File: src/rtl/pdp8_pkg.sv
// Shared PDP-8 operate group 1 definitions: sequencer states, IR bit positions,
// rotater opcodes and the decoded control bundle.
package pdp8_pkg;

  typedef enum logic [2:0] {
    ST_IDLE = 3'd0,
    ST_CLR  = 3'd1,
    ST_CMP  = 3'd2,
    ST_INC  = 3'd3,
    ST_ROT  = 3'd4,
    ST_DONE = 3'd5
  } state_t;

  localparam int IR_CLA = 7;
  localparam int IR_CLL = 6;
  localparam int IR_CMA = 5;
  localparam int IR_CML = 4;
  localparam int IR_RAR = 3;
  localparam int IR_RAL = 2;
  localparam int IR_BSW = 1;
  localparam int IR_IAC = 0;

  localparam logic [3:0] OPR1_GRP = 4'b1110;

  localparam logic [2:0] ROP_PASS = 3'b000;
  localparam logic [2:0] ROP_SWAP = 3'b001;
  localparam logic [2:0] ROP_RAL  = 3'b010;
  localparam logic [2:0] ROP_RTL  = 3'b011;
  localparam logic [2:0] ROP_RAR  = 3'b100;
  localparam logic [2:0] ROP_RTR  = 3'b101;

  typedef struct packed {
    logic       grp1;
    logic       cla;
    logic       cll;
    logic       cma;
    logic       cml;
    logic       iac;
    logic [2:0] rop;
  } opr1_ctl_t;

endpackage

File: src/rtl/opr1_decode.sv
// Combinational decode of an operate group 1 instruction word into step
// enables and the rotater opcode.
module opr1_decode
  import pdp8_pkg::*;
(
  input  logic [11:0] i_ir,
  output opr1_ctl_t   o_ctl
);

  logic w_rar;
  logic w_ral;
  logic w_bsw;

  assign w_rar = i_ir[IR_RAR];
  assign w_ral = i_ir[IR_RAL];
  assign w_bsw = i_ir[IR_BSW];

  always_comb begin
    o_ctl      = '0;
    o_ctl.grp1 = (i_ir[11:8] == OPR1_GRP);
    o_ctl.cla  = i_ir[IR_CLA];
    o_ctl.cll  = i_ir[IR_CLL];
    o_ctl.cma  = i_ir[IR_CMA];
    o_ctl.cml  = i_ir[IR_CML];
    o_ctl.iac  = i_ir[IR_IAC];
    // Conflicting rotate directions collapse to a pass-through.
    if (w_rar && w_ral)
      o_ctl.rop = ROP_PASS;
    else if (w_ral)
      o_ctl.rop = w_bsw ? ROP_RTL : ROP_RAL;
    else if (w_rar)
      o_ctl.rop = w_bsw ? ROP_RTR : ROP_RAR;
    else if (w_bsw)
      o_ctl.rop = ROP_SWAP;
    else
      o_ctl.rop = ROP_PASS;
  end

endmodule

File: src/rtl/opr1_sequencer.sv
// PDP-8 operate group 1 microsequencer (CLR, CMP, INC, ROT) driving an external
// rotater. Define OPR1_FASTSEQ_EN to skip steps whose enables are all clear.
module opr1_sequencer
  import pdp8_pkg::*;
(
  input  logic        clk,
  input  logic        reset,
  input  logic        start,
  input  logic [11:0] IR,
  input  logic [11:0] ACI,
  input  logic        LI,
  output logic [11:0] ACO,
  output logic        LO,
  output logic        busy,
  output logic        done,
  output logic [2:0]  ROP,
  output logic [11:0] RAI,
  output logic        RLI,
  output logic        ROE,
  input  logic [11:0] RAO,
  input  logic        RLO
);

  state_t      r_state;
  state_t      w_next;
  logic [11:0] r_ac;
  logic        r_l;
  logic [11:0] r_ir;
  logic [11:0] w_ir;
  opr1_ctl_t   w_ctl;
  logic        w_en_clr;
  logic        w_en_cmp;
  logic        w_en_inc;
  logic        w_en_rot;

  // In IDLE the live IR steers the first step; afterwards the captured copy.
  assign w_ir = (r_state == ST_IDLE) ? IR : r_ir;

  opr1_decode u_decode (
    .i_ir  (w_ir),
    .o_ctl (w_ctl)
  );

`ifdef OPR1_FASTSEQ_EN
  assign w_en_clr = w_ctl.cla | w_ctl.cll;
  assign w_en_cmp = w_ctl.cma | w_ctl.cml;
  assign w_en_inc = w_ctl.iac;
  assign w_en_rot = (w_ctl.rop != ROP_PASS);
`else
  assign w_en_clr = 1'b1;
  assign w_en_cmp = 1'b1;
  assign w_en_inc = 1'b1;
  assign w_en_rot = 1'b1;
`endif

  always_comb begin
    w_next = r_state;
    busy   = 1'b0;
    done   = 1'b0;
    ROE    = 1'b0;
    unique case (r_state)
      ST_IDLE: begin
        if (start) begin
          if (!w_ctl.grp1) w_next = ST_DONE;
          else if (w_en_clr) w_next = ST_CLR;
          else if (w_en_cmp) w_next = ST_CMP;
          else if (w_en_inc) w_next = ST_INC;
          else if (w_en_rot) w_next = ST_ROT;
          else w_next = ST_DONE;
        end
      end
      ST_CLR: begin
        busy = 1'b1;
        if (w_en_cmp) w_next = ST_CMP;
        else if (w_en_inc) w_next = ST_INC;
        else if (w_en_rot) w_next = ST_ROT;
        else w_next = ST_DONE;
      end
      ST_CMP: begin
        busy = 1'b1;
        if (w_en_inc) w_next = ST_INC;
        else if (w_en_rot) w_next = ST_ROT;
        else w_next = ST_DONE;
      end
      ST_INC: begin
        busy   = 1'b1;
        w_next = w_en_rot ? ST_ROT : ST_DONE;
      end
      ST_ROT: begin
        busy   = 1'b1;
        ROE    = 1'b1;
        w_next = ST_DONE;
      end
      ST_DONE: begin
        done   = 1'b1;
        w_next = ST_IDLE;
      end
      default: w_next = ST_IDLE;
    endcase
  end

  always_ff @(posedge clk) begin
    if (reset) begin
      r_state <= ST_IDLE;
      r_ac    <= '0;
      r_l     <= 1'b0;
    end else begin
      r_state <= w_next;
      unique case (r_state)
        ST_IDLE: begin
          if (start) begin
            r_ac <= ACI;
            r_l  <= LI;
          end
        end
        ST_CLR: begin
          if (w_ctl.cla) r_ac <= '0;
          if (w_ctl.cll) r_l  <= 1'b0;
        end
        ST_CMP: begin
          if (w_ctl.cma) r_ac <= ~r_ac;
          if (w_ctl.cml) r_l  <= ~r_l;
        end
        ST_INC: begin
          // 13-bit increment: carry out of AC toggles the link.
          if (w_ctl.iac) {r_l, r_ac} <= {r_l, r_ac} + 13'd1;
        end
        ST_ROT: begin
          r_ac <= RAO;
          r_l  <= RLO;
        end
        default: ;
      endcase
    end
  end

  always_ff @(posedge clk) begin
    if (r_state == ST_IDLE && start)
      r_ir <= IR;
  end

  assign ACO = r_ac;
  assign LO  = r_l;
  assign RAI = r_ac;
  assign RLI = r_l;
  assign ROP = w_ctl.rop;

endmodule

File: config.mk
export PLATFORM = sky130hd
export DESIGN_NAME = opr1_sequencer
export DESIGN_NICKNAME = d
export VERILOG_FILES = /design/src/rtl/pdp8_pkg.sv /design/src/rtl/opr1_decode.sv /design/src/rtl/opr1_sequencer.sv
export SDC_FILE = /design/constraint.sdc
export NUM_CORES = 1
export LEC_CHECK = 0
export ABC_CLOCK_PERIOD_IN_PS = 2500
export BUFFER_PORTS_ARGS = -buffer_cell sky130_fd_sc_hd__buf_2
export CORE_MARGIN = 2
export CORE_UTILIZATION = 49
export DETAILED_ROUTE_END_ITERATION = 7
export PLACE_DENSITY = 0.8
export REMOVE_ABC_BUFFERS = 1
export SLEW_MARGIN = 15
export SYNTH_ARGS = -nofsm -noshare
export SYNTH_HDL_FRONTEND = slang
export SYNTH_SLANG_ARGS = --single-unit
export TNS_END_PERCENT = 10
File: constraint.sdc
create_clock -name clk -period 2.5 [get_ports clk]
set_input_delay 0.5 -clock clk [delete_from_list [all_inputs] [get_ports clk]]
set_output_delay 0.5 -clock clk [all_outputs]
set_load 0.01 [all_outputs]
Yosys cells after proc, flatten, opt, wreduce, memory -nomap -nowiden
Index checks and enable logic that the tools add are counted.
- bits in registers: 28
- input port bits: 41
- output and inout bits: 32
- logic and storage cells: 49
- add/subtract/negate cells: 1
- equality and inequality tests: 12
- mux-type cells: 23
- bitwise logic cells: 2
- reduce and logical (&&, ||, !) cells: 7
- operators with widths (operator ; number):
    12-bit two-way mux ; 5
    12-bit one-hot mux with 5 select lines ; 1
    3-bit two-way mux ; 5
    3-bit one-hot mux with 5 select lines ; 1
    13-bit by 1-bit adder with 13-bit output, second input constant ; 1
    12-bit NOT ; 1
    1-bit two-way mux ; 10
    2-bit by 1-bit inequality test with 1-bit output, second input constant ; 5
    5-bit AND reduction ; 2
    3-bit by 2-bit equality test with 1-bit output, second input constant ; 2
    3-bit equality test, second input constant ; 2
    1-bit one-hot mux with 5 select lines ; 1
    5-bit nonzero test ; 1
    4-bit equality test, second input constant ; 1
    4-bit OR reduction ; 1
    3-bit by 1-bit equality test with 1-bit output, second input constant ; 1
    3-bit zero test ; 1
    1-bit logical AND ; 2
    2-bit inequality test, second input constant ; 1
    1-bit NOT ; 1

Longest topological paths before layout
- word-level depth: 6
- depth in mapped cells: 7
- gate-level depth less buffers: 6

Modules after synthesis
Synthesis repeated with hierarchy kept, for this count alone.
- cells, all modules: 256
- area, all modules: 2383.5 µm²
- by module, submodules not included (module ; instances ; cells an instance ; area an instance (µm²)):
    opr1_sequencer ; 1 ; 247 ; 2313.5
    opr1_decode ; 1 ; 9 ; 70.1

Worst setup path before layout
OpenSTA, ideal clock, no wires.
- path type: register to output
- from: reg r_state[2]
- to: out ROP[0]
- arrival: 1444 ps
- required time: 2000 ps
- setup slack: 556 ps
- stages on the path, launching flop included: 7
- path buffers: 3
- cells stage by stage: dfxtp_1 -> buf_2 -> buf_2 -> buf_4 -> nor3_1 -> nand3_1 -> o21ai_0
- cells in the longest elaborated chain, start to end: 6
- RTL lines (what ; RTL line ; source):
    start, declared ; opr1_sequencer.sv:24 ; state_t r_state;
    start signal, assigned ; opr1_sequencer.sv:108 ; r_state <= w_next;
    3-bit zero test * ; opr1_sequencer.sv:37 ; assign w_ir = (r_state == ST_IDLE) ? IR : r_ir;
    12-bit two-way mux * ; opr1_sequencer.sv:37 ;
    1-bit two-way mux ; opr1_decode.sv:30, opr1_decode.sv:32, opr1_decode.sv:33 ;
    3-bit two-way mux ; opr1_decode.sv:31 ; else if (w_rar)
    3-bit two-way mux ; opr1_decode.sv:29 ; else if (w_ral)
    3-bit two-way mux * ; opr1_decode.sv:27 ; if (w_rar && w_ral)
    end, declared ; opr1_sequencer.sv:16 ; output logic [2:0] ROP,
Every way passes the cells marked *; elsewhere a longest branch is shown, timed or not.

Final worst setup path
- from: reg r_state[1]
- to: out busy
- cells in the longest elaborated chain, start to end: 3
- RTL lines (what ; RTL line ; source):
    3-bit by 2-bit equality test with 1-bit output (tied with other cells) ; opr1_sequencer.sv:61 ; unique case (r_state)
    4-bit OR reduction (no source line) * ; n/a ;
    1-bit two-way mux * ; opr1_sequencer.sv:61 ;
    end, declared ; opr1_sequencer.sv:14 ; output logic busy,
Marks and branches as above.

==> flow_metrics.env <==
export IMPL_cp_endpoint="busy"
export IMPL_num_antenna_cells=0
export IMPL_dominantRegCellSynth="dfxtp_1"
export IMPL_synth_seq_area_share_pct=28.9
export IMPL_floorplan_die_height_um=66.9
export IMPL_power_static_leakage_uw=0.000985
export IMPL_ctsLongestPathBuffers=2
export IMPL_starting_density_pct=51.8
export IMPL_timing_final_crit_share_pct=87.7
export IMPL_cts_buffers_inserted=3
export IMPL_worst_clock_skew_ps=2.32
export IMPL_chipWidth_um=66.9
export IMPL_largest_fanout_on_the_critical_path=20
export IMPL_tightestPinTransition_ps=698
export IMPL_grt_overflow=0
export IMPL_peakVddDrop_uv=465
export IMPL_synth_yosys_warnings=0
export IMPL_drt_antenna_violating_nets=0
export IMPL_io_pins=73
export IMPL_r2r_cells=5
export IMPL_nets=330
export IMPL_first_pass_iteration_count_of_the_detailed_router=5
export IMPL_postSynthAreaPerCell_um2=8.15
export IMPL_crit_start="r_state[1]$_SDFFE_PP0P_"
export IMPL_critical_path_slowest_stage_cell="dfxtp_1"
export IMPL_area_of_the_core_um2=3740
export IMPL_cp_slowest_stage_delay_ps=780
export IMPL_filler_cell_count=377
export IMPL_hold_violations=0
export IMPL_drc_errors=0
export IMPL_hold_fix_buffers_cts=0
export IMPL_wire_length_of_the_first_global_routing_pass_um=7270
export IMPL_synth_top_area_share_pct=16.5
export IMPL_yosysTopAreaCell="dfxtp_1"
export IMPL_timing_fmax_ghz=0.456
export IMPL_flow_area_growth_from_synthesis_pct=16.8
export IMPL_globalplace_congestion=0.873
export IMPL_portBuffers=72
export IMPL_setup_worst_path_end_class="primary output"
export IMPL_rr_endpoint="ACO[8]$_SDFFE_PP0P_"
export IMPL_post_drt_wl_per_cell_um=13.4
export IMPL_layout_cells_most_common="buf_2"
export IMPL_seqCellArea_um2=562
export IMPL_post_synth_num_cell_types=55
export IMPL_regToRegStartpoint="r_state[1]$_SDFFE_PP0P_"
export IMPL_worst_setup_path_category="reg -> out"
export IMPL_dr_first_iter_drc_count=178
export IMPL_p_per_area_nw_per_um2=652
export IMPL_die_area_um2=4480
export IMPL_synth_cell_area_um2=1940
export IMPL_detail_route_vias_per_cell=5.66
export IMPL_hold_class="in -> reg"
export IMPL_final_hpwl_from_detailed_placement_um=3280
export IMPL_cts_root_buffer="clkbuf_8"
export IMPL_cp_arrival_ps=1690
export IMPL_synthArstFlopShare_pct=0
export IMPL_post_route_util_pct=60.5
export IMPL_area_occupied_by_multi_input_gates_um2=1140
export IMPL_synthesis_instances=238
export IMPL_timing_final_max_slew_violations=0
export IMPL_timing_critical_path_cells="nor2_1 > xnor2_1 > buf_2"
export IMPL_drt_wl_total_um=4500
export IMPL_number_of_synthesized_flops_with_an_enable_pin=8
export IMPL_clock_sink_count=24
export IMPL_worstPathRequired_ps=2000
export IMPL_finalWorstSetupSlack_ps=307
export IMPL_design_power_total_uw=1480
export IMPL_cts_max_level=1
export IMPL_regToRegSetupSlack_ps=360
export IMPL_clk_latency_ps=270
export IMPL_share_of_cells_above_drive_strength_1_pct=33.8
export IMPL_largest_net_degree_at_the_start_of_global_routing=25
export IMPL_final_non_filler_cells=335
export IMPL_rows=22
export IMPL_synth_area_top_cells="dfxtp_1 (17%), edfxtp_1 (12%), buf_4 (5.8%)"
export IMPL_groute_usage_overall_pct=20.9
export IMPL_detailroute_via_count=1896
export IMPL_period_minus_slack_ps=2190
export IMPL_rsz0062_at_grt="no"
export IMPL_grt_pass1_vias=1656
export IMPL_grt_antenna_before_repair=0
export IMPL_final_setup_tns_ps=0
export IMPL_run_status="finished clean"
export IMPL_crit_path_start_kind="register"
export IMPL_worst_max_slew_margin_expressed_relative_to_the_limit_pct=53.4
export IMPL_postSynthRegisterBits=24
export IMPL_post_place_cells=331
export IMPL_cts_clk_slew_worst_paths_ps=90
export IMPL_tritoncts_clock_tree="built"
export IMPL_highest_count_cells_in_the_layout_ignoring_fill_and_taps="buf_2 (72), nand2_1 (27), o21ai_0 (17)"
export IMPL_placement_setup_worst_slack_ps=407
export IMPL_drv_max_cap_violation_count=0
export IMPL_finalSetupViolations=0
[repair_timing]
action                                  in CTS  in global routing
resized for setup                            0                  1
buffers inserted                             0                  0
endpoints found under the setup margin       0                  3
[kinds of logic (layout without fill, tap and decap cells)]
group	after synthesis	in the layout	share of synthesized area, %
muxes	11	11	6.06
xor gates and xnor gates	3	3	1.36
adders and majority gates	1	1	0.645
and+or+nand+nor	81	81	21.6
buffers and inverters	39	88	12.5
AOI/OAI and AO/OA	79	79	28.9
DFF	24	24	28.9
[report_power, final]
group	leakage [uW]	switching (uW)	internal [uW]
Clock	0.0000357	137	214
Combinational	0.000741	304	260
Sequential	0.000208	96.1	465
[cell usage after synthesis (2+ instances only)]
master / number
edfxtp_1: 8
o21bai_1: 2
xor2_1: 2
nor2b_1: 3
mux2_2: 6
nand4_1: 2
o21ai_0: 17
buf_6: 4
a32oi_1: 5
o31ai_1: 2
a221oi_1: 2
a211oi_1: 4
inv_1: 5
o21ai_1: 2
nand3_1: 10
a22oi_1: 2
a21oi_1: 15
buf_4: 15
nand3b_1: 3
a21o_1: 5
mux2i_1: 5
and4_1: 2
o211ai_1: 3
buf_2: 8
nand2_1: 27
and2_1: 6
nor3_1: 7
nand2b_4: 2
o22ai_1: 2
nand2b_1: 3
nor2_1: 10
clkbuf_1: 6
o22a_1: 2
a32o_1: 4
o211a_1: 2
dfxtp_1: 16
[worst max-delay path: cells and delay by family (launching register included)]
family,cells,cell delay [ps]
XOR/XNOR,1,270
buffers and inverters,1,180
flip-flops,1,780
AND/OR/NAND/NOR,1,190
[state kept, by name, indices dropped and copies added (netlist names)]
name     flops
ACO         12
r_state      3
LO           1
r_ir         8
[cell type report]
cell class	count	share of cell area, %
multi-input combinational	175	50.4
tap	48	2.65
sequential	24	24.8
clock inverter	1	1.33
timing repair buffer	79	18.2
inverter	5	0.828
clock buffer	3	1.82
[metal layers]
| metal | vias to the layer above | GRT usage, % | part of all wire [%] |
|---|---|---|---|
| met5 | - | 0 | 0 |
| met4 | 0 | 4.59 | 0.89 |
| met3 | 6 | 3.89 | 6.3 |
| met2 | 61 | 36.0 | 47 |
| met1 | 864 | 26.9 | 45 |
| li1 | 965 | - | - |
[how the worst min path moves through the flow]
stage,slack (ps),end,depth (start not counted),from
floorplan,560,ACO[9]$_SDFFE_PP0P_,2,ACO[9]$_SDFFE_PP0P_
global placement,510,ACO[9]$_SDFFE_PP0P_,2,ACO[9]$_SDFFE_PP0P_
detailed placement,510,ACO[9]$_SDFFE_PP0P_,2,ACO[9]$_SDFFE_PP0P_
CTS,390,r_ir[6]$_DFFE_PP_,1,IR[6]
global route,380,r_ir[5]$_DFFE_PP_,1,IR[5]
finish,390,r_ir[0]$_DFFE_PP_,1,IR[0]
[through the flow]
stage | hold WS (ps) | area (um^2)
5_1_grt | 383 | 2270
3_5_place_dp | 509 | 2190
2_1_floorplan | 564 | 1720
3_3_place_gp | 507 | 2190
6_report | 395 | 2270
4_1_cts | 390 | 2260
Note: power is estimated with default switching activity, not from simulation.
